`src/rtl/alu_control_seq.sv`:
```
// ALU control decoder with a valid/ready handshake on both sides.
// Single-cycle ops return one cycle after acceptance; MULT/DIV take MC_CYCLES.
module alu_control_seq #(
  parameter int FUNC_W    = 6,
  parameter int OP_W      = 4,
  parameter int MC_CYCLES = 4
) (
  input  logic              clk,
  input  logic              rstN,
  input  logic              inValid,
  output logic              inReady,
  input  logic [1:0]        aluInstruct,
  input  logic [FUNC_W-1:0] instructFunc,
  output logic              outValid,
  input  logic              outReady,
  output logic [OP_W-1:0]   aluOperationCode,
  output logic              illegal,
  output logic              multiCycle,
  output logic              busy
);

  typedef enum logic [1:0] {IDLE, COUNT, HOLD} state_e;

  localparam logic [OP_W-1:0] OP_ADD  = OP_W'(0);
  localparam logic [OP_W-1:0] OP_SUB  = OP_W'(1);
  localparam logic [OP_W-1:0] OP_AND  = OP_W'(2);
  localparam logic [OP_W-1:0] OP_OR   = OP_W'(3);
  localparam logic [OP_W-1:0] OP_SLT  = OP_W'(4);
  localparam logic [OP_W-1:0] OP_MULT = OP_W'(5);
  localparam logic [OP_W-1:0] OP_DIV  = OP_W'(6);

  localparam logic [FUNC_W-1:0] F_ADD  = FUNC_W'(6'b100000);
  localparam logic [FUNC_W-1:0] F_SUB  = FUNC_W'(6'b100010);
  localparam logic [FUNC_W-1:0] F_AND  = FUNC_W'(6'b100100);
  localparam logic [FUNC_W-1:0] F_OR   = FUNC_W'(6'b100101);
  localparam logic [FUNC_W-1:0] F_SLT  = FUNC_W'(6'b101010);
  localparam logic [FUNC_W-1:0] F_MULT = FUNC_W'(6'b011000);
  localparam logic [FUNC_W-1:0] F_DIV  = FUNC_W'(6'b011010);

  localparam logic [7:0] MC_LOAD = 8'(MC_CYCLES - 1);

  state_e          state_q, state_d;
  logic [7:0]      cnt_q, cnt_d;
  logic [OP_W-1:0] op_q, op_d;
  logic            ill_q, ill_d;
  logic            mc_q, mc_d;

  logic [OP_W-1:0] dec_op;
  logic            dec_ill, dec_mc, accept;

  always_comb begin
    dec_op  = OP_ADD;
    dec_ill = 1'b0;
    dec_mc  = 1'b0;
    case (aluInstruct)
      2'b01: dec_op = OP_SUB;
      2'b10: begin
        case (instructFunc)
          F_ADD:   dec_op = OP_ADD;
          F_SUB:   dec_op = OP_SUB;
          F_AND:   dec_op = OP_AND;
          F_OR:    dec_op = OP_OR;
          F_SLT:   dec_op = OP_SLT;
          F_MULT:  begin dec_op = OP_MULT; dec_mc = 1'b1; end
          F_DIV:   begin dec_op = OP_DIV;  dec_mc = 1'b1; end
          default: dec_ill = 1'b1;
        endcase
      end
      default: dec_op = OP_ADD;
    endcase
  end

  // Ready never looks at inValid, so drain and refill can share a cycle.
  assign inReady = rstN && ((state_q == IDLE) || ((state_q == HOLD) && outReady));
  assign accept  = inValid && inReady;

  always_comb begin
    state_d = state_q;
    cnt_d   = cnt_q;
    op_d    = op_q;
    ill_d   = ill_q;
    mc_d    = mc_q;
    case (state_q)
      IDLE, HOLD: begin
        if (accept) begin
          op_d  = dec_op;
          ill_d = dec_ill;
          mc_d  = dec_mc;
          if (dec_mc) begin
            state_d = COUNT;
            cnt_d   = MC_LOAD;
          end else begin
            state_d = HOLD;
          end
        end else if (state_q == HOLD && outReady) begin
          state_d = IDLE;
        end
      end
      COUNT: begin
        if (cnt_q <= 8'd1) begin
          state_d = HOLD;
          cnt_d   = 8'd0;
        end else begin
          cnt_d   = cnt_q - 8'd1;
        end
      end
      default: begin
        state_d = IDLE;
        cnt_d   = 8'd0;
      end
    endcase
  end

  always_ff @(posedge clk or negedge rstN) begin
    if (!rstN) begin
      state_q <= IDLE;
      cnt_q   <= 8'd0;
      op_q    <= '0;
      ill_q   <= 1'b0;
      mc_q    <= 1'b0;
    end else begin
      state_q <= state_d;
      cnt_q   <= cnt_d;
      op_q    <= op_d;
      ill_q   <= ill_d;
      mc_q    <= mc_d;
    end
  end

  assign outValid         = (state_q == HOLD);
  assign busy             = (state_q == COUNT);
  assign aluOperationCode = op_q;
  assign illegal          = ill_q;
  assign multiCycle       = mc_q;

endmodule

```
`config.mk`:
```
export PLATFORM = sky130hd
export DESIGN_NAME = alu_control_seq
export DESIGN_NICKNAME = d
export VERILOG_FILES = /design/src/rtl/alu_control_seq.sv
export SDC_FILE = /design/constraint.sdc
export NUM_CORES = 1
export LEC_CHECK = 0
export BUFFER_PORTS_ARGS = -buffer_cell sky130_fd_sc_hd__buf_4
export CAP_MARGIN = 20
export CORE_MARGIN = 1.5
export CORE_UTILIZATION = 45
export DETAILED_ROUTE_END_ITERATION = 16
export GPL_TIMING_DRIVEN = 0
export PLACE_DENSITY = 0.72
export SLEW_MARGIN = 10
export SYNTH_ARGS = -nofsm -noshare
export SYNTH_HDL_FRONTEND = slang
export SYNTH_SLANG_ARGS = --single-unit
export TNS_END_PERCENT = 1
```
`constraint.sdc`:
```
create_clock -name clk -period 5 [get_ports clk]
set_input_delay 0.25 -clock clk [delete_from_list [all_inputs] [get_ports clk]]
set_output_delay 0.25 -clock clk [all_outputs]
set_load 0.01 [all_outputs]
```
-- Word level (Yosys, flattened, before mapping)
Cells that the tools add are included.
- add/sub/neg operators: 1
- order comparisons: 1
- eq/ne operators: 15
- multiplexer cells: 15
- reductions and logical operators: 11
- operator list (kind ; number):
    $eq A6 B6 Y1 const B ; 5
    $mux W8 ; 3
    $pmux W3 S6 ; 1
    $pmux W8 S2 ; 1
    $eq A6 B5 Y1 const B ; 2
    $le A8 B1 Y1 const B ; 1
    $mux W2 ; 4
    $sub A8 B1 Y8 const B ; 1
    $reduce_or A7 Y1 ; 1
    $pmux W3 S2 ; 1
    $reduce_and A2 Y1 ; 3
    $eq A2 B1 Y1 const B ; 2
    $eq A2 B2 Y1 const B ; 2
    $mux W1 ; 4
    $ne A2 B2 Y1 const B ; 2
    $pmux W2 S2 ; 1
    $reduce_or A2 Y1 ; 2
    $logic_and A1 B1 Y1 ; 3
    $ne A3 B3 Y1 const B ; 1
    $logic_not A2 Y1 ; 1
    $ne A2 B1 Y1 const B ; 1
    $logic_or A1 B1 Y1 ; 1
- register bits: 16
- bits of input ports: 12
- output and inout port bits: 9
- word-level logic and storage cells: 48

-- Depth between registers and ports, before layout
Gate-level depths: netlist of the first run.
- word-level depth: 7
- mapped depth: 6
- depth with buffers taken out: 6

-- Worst setup path before layout of the first run
OpenSTA, ideal clock, no wires.
- path type: flip-flop to flip-flop
- from: reg cnt_q[0]
- to: reg cnt_q[6]
- setup time: 64 ps
- data arrival time: 1870 ps
- slack: 3067 ps
- stages on the path, launching flop included: 7
- period minus slack after synthesis: 1933 ps
- path through: dfrtp_1 > inv_1 > ha_1 > or3b_2 > or4_2 > a21oi_1 > a21o_1
- longest elaborated chain between the ends: 3
- elaborated cells between the ends (all ways): 4
- ends and longest elaborated chain (what ; line ; text):
    start, declared ; 43 ; logic [7:0] cnt_q, cnt_d;
    start signal, assigned ; 123 ; cnt_q <= cnt_d;
    $sub A8 B1 Y8 / $le A8 B1 Y1 (equally long branches) ; 104, 100 ;
    $mux W8 * ; 100 ; if (cnt_q <= 8'd1) begin
    $pmux W8 S2 * ; 83 ; case (state_q)
Every way passes the cells marked *; elsewhere a longest branch is shown, timed or not.
A chain may end at the register's enable or synchronous reset.

-- Final worst setup path of the first run
Same ends and word-level chain as after synthesis.

==> flow_summary.json, run 1 <==
{
  "status": "finished clean",
  "fp.dieH_um": 49.2,
  "ant_nets": 0,
  "whs_ns": 0.310,
  "ys_seq_elements": 15,
  "period_share_pct": 41.9,
  "finalPower_w": 0.000264,
  "drc": 0,
  "cts-buffers-inserted": 3,
  "gp_congestion": 0.807,
  "dieArea_um2": 2420,
  "place_area_um2": 1140,
  "drt_iter0_drc": 12,
  "clkLatencyLatePin_ns": 0.29,
  "min_period_ns": 2.10,
  "die_w_um": 49.2,
  "required_ns": 5.23,
  "htreeDepth": 1,
  "min_path_cells": 4,
  "cts_tree": "done",
  "max_slew_margin_pct": 58.6,
  "num_antenna_cells": 0,
  "wl_met1_um": 973,
  "routedWlPerCell_um": 12.8,
  "drv_cap": 0,
  "hold_viol_final": 0,
  "regArea_um2": 375,
  "final_cell_count_no_fill": 152,
  "setup.worst_path.class": "reg -> reg",
  "cts.repair.resized": 0,
  "synth-edff-count": 0,
  "fmax_ghz": 0.477,
  "clkTransAtPathRegs_ns": 0.09,
  "synth_fp_nets": 117,
  "syn-instance-count": 101,
  "startpoint_type": "flip-flop",
  "max_slew.worst_pin.slew_ns": 0.616,
  "drt_wl_total_mm": 1.94,
  "power_leakage_nw": 0.634,
  "grt_pass1_wl_mm": 3.36,
  "dp_cells": 147,
  "drive_gt1_share_pct": 27.2,
  "final_area_um2": 1170,
  "floorplan.rows": 16,
  "vias": 853,
  "dr_wl_met3_um": 69,
  "cp.arrival_ns": 2.33,
  "syn_avg_cell_area_um2": 9.50,
  "seq_area_frac_synth_pct": 39.1,
  "place_hpwl_mm": 1.43,
  "antenna_found_initial": 0,
  "ys.flop_type": "dfrtp_1",
  "synthArstFlopShare_pct": 100,
  "met2_length_um": 869,
  "cts_root_buffer": "clkbuf_4",
  "crit_fanout": 5,
  "multi_input_area_um2": 543,
  "gr-usage-all-layers_pct": 17.9,
  "core_um2": 1980,
  "rsz0062_at_grt": "false",
  "vias_per_cell": 5.61,
  "r2r_cells": 6,
  "grt-ovfl-total": 0,
  "clk_path_buf_depth": 2,
  "ys_types": 38,
  "yosys_warnings": 0,
  "io-pin-count": 21,
  "nets": 142,
  "routed.top_layer": "met4",
  "peakVddDrop_uv": 181,
  "syn2layout_area_growth_pct": 22.3,
  "n_fill_cell": 188,
  "cts_sinks": 15,
  "initial_utilization_pct": 48.4,
  "dr.pass1.iters": 4,
  "hold_path_class": "in -> reg",
  "grt_max_degree": 18,
  "powerDensity_nw_per_um2": 225,
  "numPortBuffers": 19,
  "setup_violations": 0,
  "synth_area_um2": 960,
  "endpoint_kind": "flip-flop",
  "first_global_vias": 770,
  "drv_slew": 0,
  "setup_tns_ns": 0,
  "fin_skew_ns": 0.00277
}
## metal layers
layer / track usage, % / up-vias
li1: - / 419
met2: 25.5 / 19
met4: 7.14 / 0
met3: 2.76 / 5
met5: 0 / -
met1: 27.1 / 410
## what timing repair did
action | CTS | global route
buffers inserted | 0 | 0
hold buffers | 1 | 0
hold endpoints to repair | 15 | 0
setup endpoints to repair | 0 | 0
## state kept, by name (all words and copies together) (netlist names)
signal            cells
cnt_q                 8
illegal               1
aluOperationCode      3
multiCycle            1
state_q               2
## synth_stat cells (all sizes together) (2+ instances only)
| cell type | instances | area (µm²) |
|---|---|---|
| a211o | 2 | 17.5 |
| a21o | 5 | 37.5 |
| a21oi | 5 | 25.0 |
| a22o | 3 | 26.3 |
| buf | 2 | 15.0 |
| dfrtp | 15 | 375 |
| ha | 4 | 50.1 |
| inv | 6 | 22.5 |
| nand2 | 6 | 22.5 |
| nand3 | 2 | 10.0 |
| nor2 | 4 | 15.0 |
| nor2b | 5 | 31.3 |
| nor3 | 2 | 10.0 |
| nor3b | 5 | 37.5 |
| o21ai | 9 | 45.0 |
| o31ai | 3 | 22.5 |
| o41ai | 2 | 36.3 |
| or3 | 4 | 32.5 |
| or4 | 2 | 16.3 |
## cell usage in the layout (no fill, tap or decap), drive strengths merged, types with 2 or more instances in the layout
cell / n
buf: 21
nor3: 2
a21o: 5
nor2: 4
inv: 6
or3: 4
nor2b: 5
ha: 4
o21ai: 9
dfrtp: 15
a22o: 3
nor3b: 5
nand2: 6
o41ai: 2
clkbuf: 4
nand3: 2
or4: 2
o31ai: 3
a21oi: 5
a211o: 2
## cell type report
class / instances / area share [%]
Inverter: 6 / 1.92
Multi-Input combinational cell: 77 / 46.3
Tap cell: 27 / 2.88
Buffer: 3 / 1.60
Sequential cell: 15 / 32.0
Timing Repair Buffer: 20 / 13.0
Clock inverter: 1 / 0.426
Clock buffer: 3 / 1.92
## worst paths after layout
| check | start | slack [ns] | end |
|---|---|---|---|
| worst max-delay path | cnt_q[0] | 2.90 | cnt_q[6] |
| worst min-delay path | inValid | 0.31 | state_q[1] |
| worst max register to register | cnt_q[0] | 2.90 | cnt_q[6] |
| worst min register to register | illegal | 0.49 | illegal |
| max in group asynchronous | rstN | 4.48 | cnt_q[3] |
| min in group asynchronous | rstN | 0.34 | aluOperationCode[2] |
## critical path: stages (launching register included)
cell	delay (ns)
dfrtp_1	0.43
inv_1	0.10
ha_1	0.20
or3b_2	0.50
or4_2	0.55
a21oi_1	0.15
a21o_1	0.10
## cells by family after synthesis
group / after synthesis / share of synthesized area, %
AOI/OAI and AO/OA: 34 / 26.3
adders and majority gates: 4 / 5.22
buffers and inverters: 9 / 4.30
DFF: 15 / 39.1
other: 1 / 0.391
and+or+nand+nor: 38 / 24.6
## power breakdown
group          switching (W)  internal [W]  total [W]  leakage, nW
Clock              0.0000405     0.0000297  0.0000702       0.0177
Combinational      0.0000321     0.0000302  0.0000624        0.411
Sequential        0.00000476      0.000127   0.000131        0.205
Total              0.0000774      0.000187   0.000264        0.634
## stage by stage
stage          utilization [%]  setup WS (ns)
2_1_floorplan                -           3.07
3_3_place_gp              57.3           2.97
3_5_place_dp              57.3           2.93
4_1_cts                   59.2           2.91
5_1_grt                   59.2           2.81
6_report                  59.2           2.90
No activity file was read; power rests on OpenSTA's default activity.
==> inputs of run 2 (changes only) <==
--- a/config.mk
+++ b/config.mk
@@ -11,7 +11,7 @@
 export CORE_UTILIZATION = 45
 export DETAILED_ROUTE_END_ITERATION = 16
 export GPL_TIMING_DRIVEN = 0
-export PLACE_DENSITY = 0.72
+export PLACE_DENSITY = 0.75
 export SLEW_MARGIN = 10
 export SYNTH_ARGS = -nofsm -noshare
 export SYNTH_HDL_FRONTEND = slang
==> constraint.sdc (replaced) <==
create_clock -name clk -period 1.7 [get_ports clk]
set_input_delay 0.085 -clock clk [delete_from_list [all_inputs] [get_ports clk]]
set_output_delay 0.085 -clock clk [all_outputs]
set_load 0.01 [all_outputs]
==> run 2 against run 1 <==
  * The flow now finishes with violations (setup timing)
  * Global-route usage up 1.5 points
  * Wire length increased by 19%
  * Sequential cell count stayed put
  * Clock skew up 0.00070 ns
  * Die area did not move
==> flow_summary.json, run 2 (synthesized netlist as in run 1, its figures left out) <==
{
  "cts-buffers-inserted": 3,
  "cp.arrival_ns": 2.01,
  "regArea_um2": 378,
  "drt_wl_total_mm": 2.32,
  "rsz0062_at_grt": "true",
  "htreeDepth": 1,
  "peakVddDrop_uv": 611,
  "vias": 941,
  "status": "finished with violations",
  "num_antenna_cells": 0,
  "multi_input_area_um2": 587,
  "cts_sinks": 15,
  "period_share_pct": 104,
  "power_leakage_nw": 0.715,
  "violations": "setup timing",
  "drc": 0,
  "dp_cells": 147,
  "dr.pass1.iters": 4,
  "setup_tns_ns": -0.283,
  "vias_per_cell": 5.63,
  "nets": 157,
  "powerDensity_nw_per_um2": 633,
  "crit_fanout": 5,
  "critPathMaxStageDelay_ns": 0.57,
  "setup.worst_path.class": "reg -> reg",
  "grt-ovfl-total": 0,
  "drv_cap": 0,
  "final_common_cell": "buf_4",
  "floorplan.rows": 16,
  "hold_path_class": "in -> reg",
  "first_global_vias": 849,
  "regMostFlops": "cnt_q",
  "slowest_stage": "or4_4",
  "place_hpwl_mm": 1.45,
  "clkTransAtPathRegs_ns": 0.09,
  "max_slew.worst_pin.slew_ns": 0.689,
  "setup_violations": 6,
  "max_slew_margin_pct": 53.9,
  "clkLatencyLatePin_ns": 0.29,
  "min_period_ns": 1.77,
  "routedWlPerCell_um": 13.9,
  "numPortBuffers": 19,
  "endpoint_kind": "flip-flop",
  "ant_nets": 0,
  "cts_root_buffer": "clkbuf_4",
  "fmax_ghz": 0.564,
  "die_w_um": 49.2,
  "io-pin-count": 21,
  "core_um2": 1980,
  "crit_chain": "or4_4, or3_2, a21oi_1, a21o_1",
  "drv_slew": 0,
  "drive_gt1_share_pct": 42.1,
  "largest_reg_flops": 8,
  "fp.dieH_um": 49.2,
  "fin_skew_ns": 0.00347,
  "syn2layout_area_growth_pct": 39.6,
  "required_ns": 1.94,
  "startpoint_type": "flip-flop",
  "grt_pass1_wl_mm": 3.66,
  "hold_viol_final": 0,
  "gr-usage-all-layers_pct": 19.4,
  "clk_path_buf_depth": 2,
  "gp_congestion": 0.877,
  "layout_common_cells": "34 x buf_4, 13 x dfrtp_1, 9 x o21ai_0",
  "dieArea_um2": 2420,
  "initial_utilization_pct": 48.4,
  "cts_tree": "done",
  "n_fill_cell": 160,
  "antenna_found_initial": 0,
  "final_cell_count_no_fill": 167,
  "grt_max_degree": 16,
  "worst_slack_ns": -0.0728,
  "drt_iter0_drc": 26
}
[run 2: timing repair]
item | in CTS | in global routing
pin swaps | 5 | 3
buffers inserted | 12 | 3
gates resized for setup | 3 | 9
hold buffers | 1 | 0
endpoints found under the hold margin | 15 | 0
endpoints found under the setup margin | 10 | 11
[run 2: report_power, final]
group	total [W]	internal, W	switching [W]
registers	0.000387	0.000372	0.0000142
clock network	0.000209	0.0000876	0.000121
logic	0.000253	0.000136	0.000117
total	0.000848	0.000596	0.000252
[run 2: stage by stage]
step / hold WS (ns) / cell area (µm²) / setup WS [ns] / util [%] / power, W
2_1_floorplan: -0.211 / 971 / -0.0585 / - / 0.000514
3_3_place_gp: -0.0446 / 1150 / -0.194 / 57.9 / 0.000580
3_5_place_dp: -0.0419 / 1150 / -0.244 / 57.9 / 0.000585
4_1_cts: 0.136 / 1280 / -0.0711 / 64.8 / 0.000831
5_1_grt: 0.177 / 1340 / -0.130 / 67.6 / 0.000895
6_report: 0.143 / 1340 / -0.0728 / 67.6 / 0.000848
[run 2: final timing paths]
check	endpoint	startpoint	slack, ns	cells after the start
max reg2reg	cnt_q[7]	cnt_q[0]	-0.07	4
max	cnt_q[7]	cnt_q[0]	-0.07	4
min in group asynchronous	cnt_q[6]	rstN	0.39	2
max in group asynchronous	cnt_q[4]	rstN	0.83	2
min	state_q[1]	inValid	0.14	4
min reg2reg	aluOperationCode[2]	aluOperationCode[2]	0.50	2
[run 2: cell type report]
cell class | instances | share of cell area, %
Clock buffer | 3 | 1.68
Tap cell | 27 | 2.52
Buffer | 3 | 1.40
Timing Repair Buffer | 35 | 20.4
Inverter | 6 | 1.68
Sequential cell | 15 | 28.2
Clock inverter | 1 | 0.373
Multi-Input combinational cell | 77 | 43.8
[run 2: layer usage]
layer	global-route usage, %	part of all wire (%)	up-vias
met3	3.07	4.2	3
met5	0	0	-
li1	-	-	451
met2	31.1	48	28
met4	7.14	1.3	0
met1	26.5	46	459
[run 2: worst max-delay path: cells and delay by family, from the launching register on]
family | cells | cell delay, ns
flops | 1 | 0.44
simple gates | 2 | 1.00
compound gates | 2 | 0.28
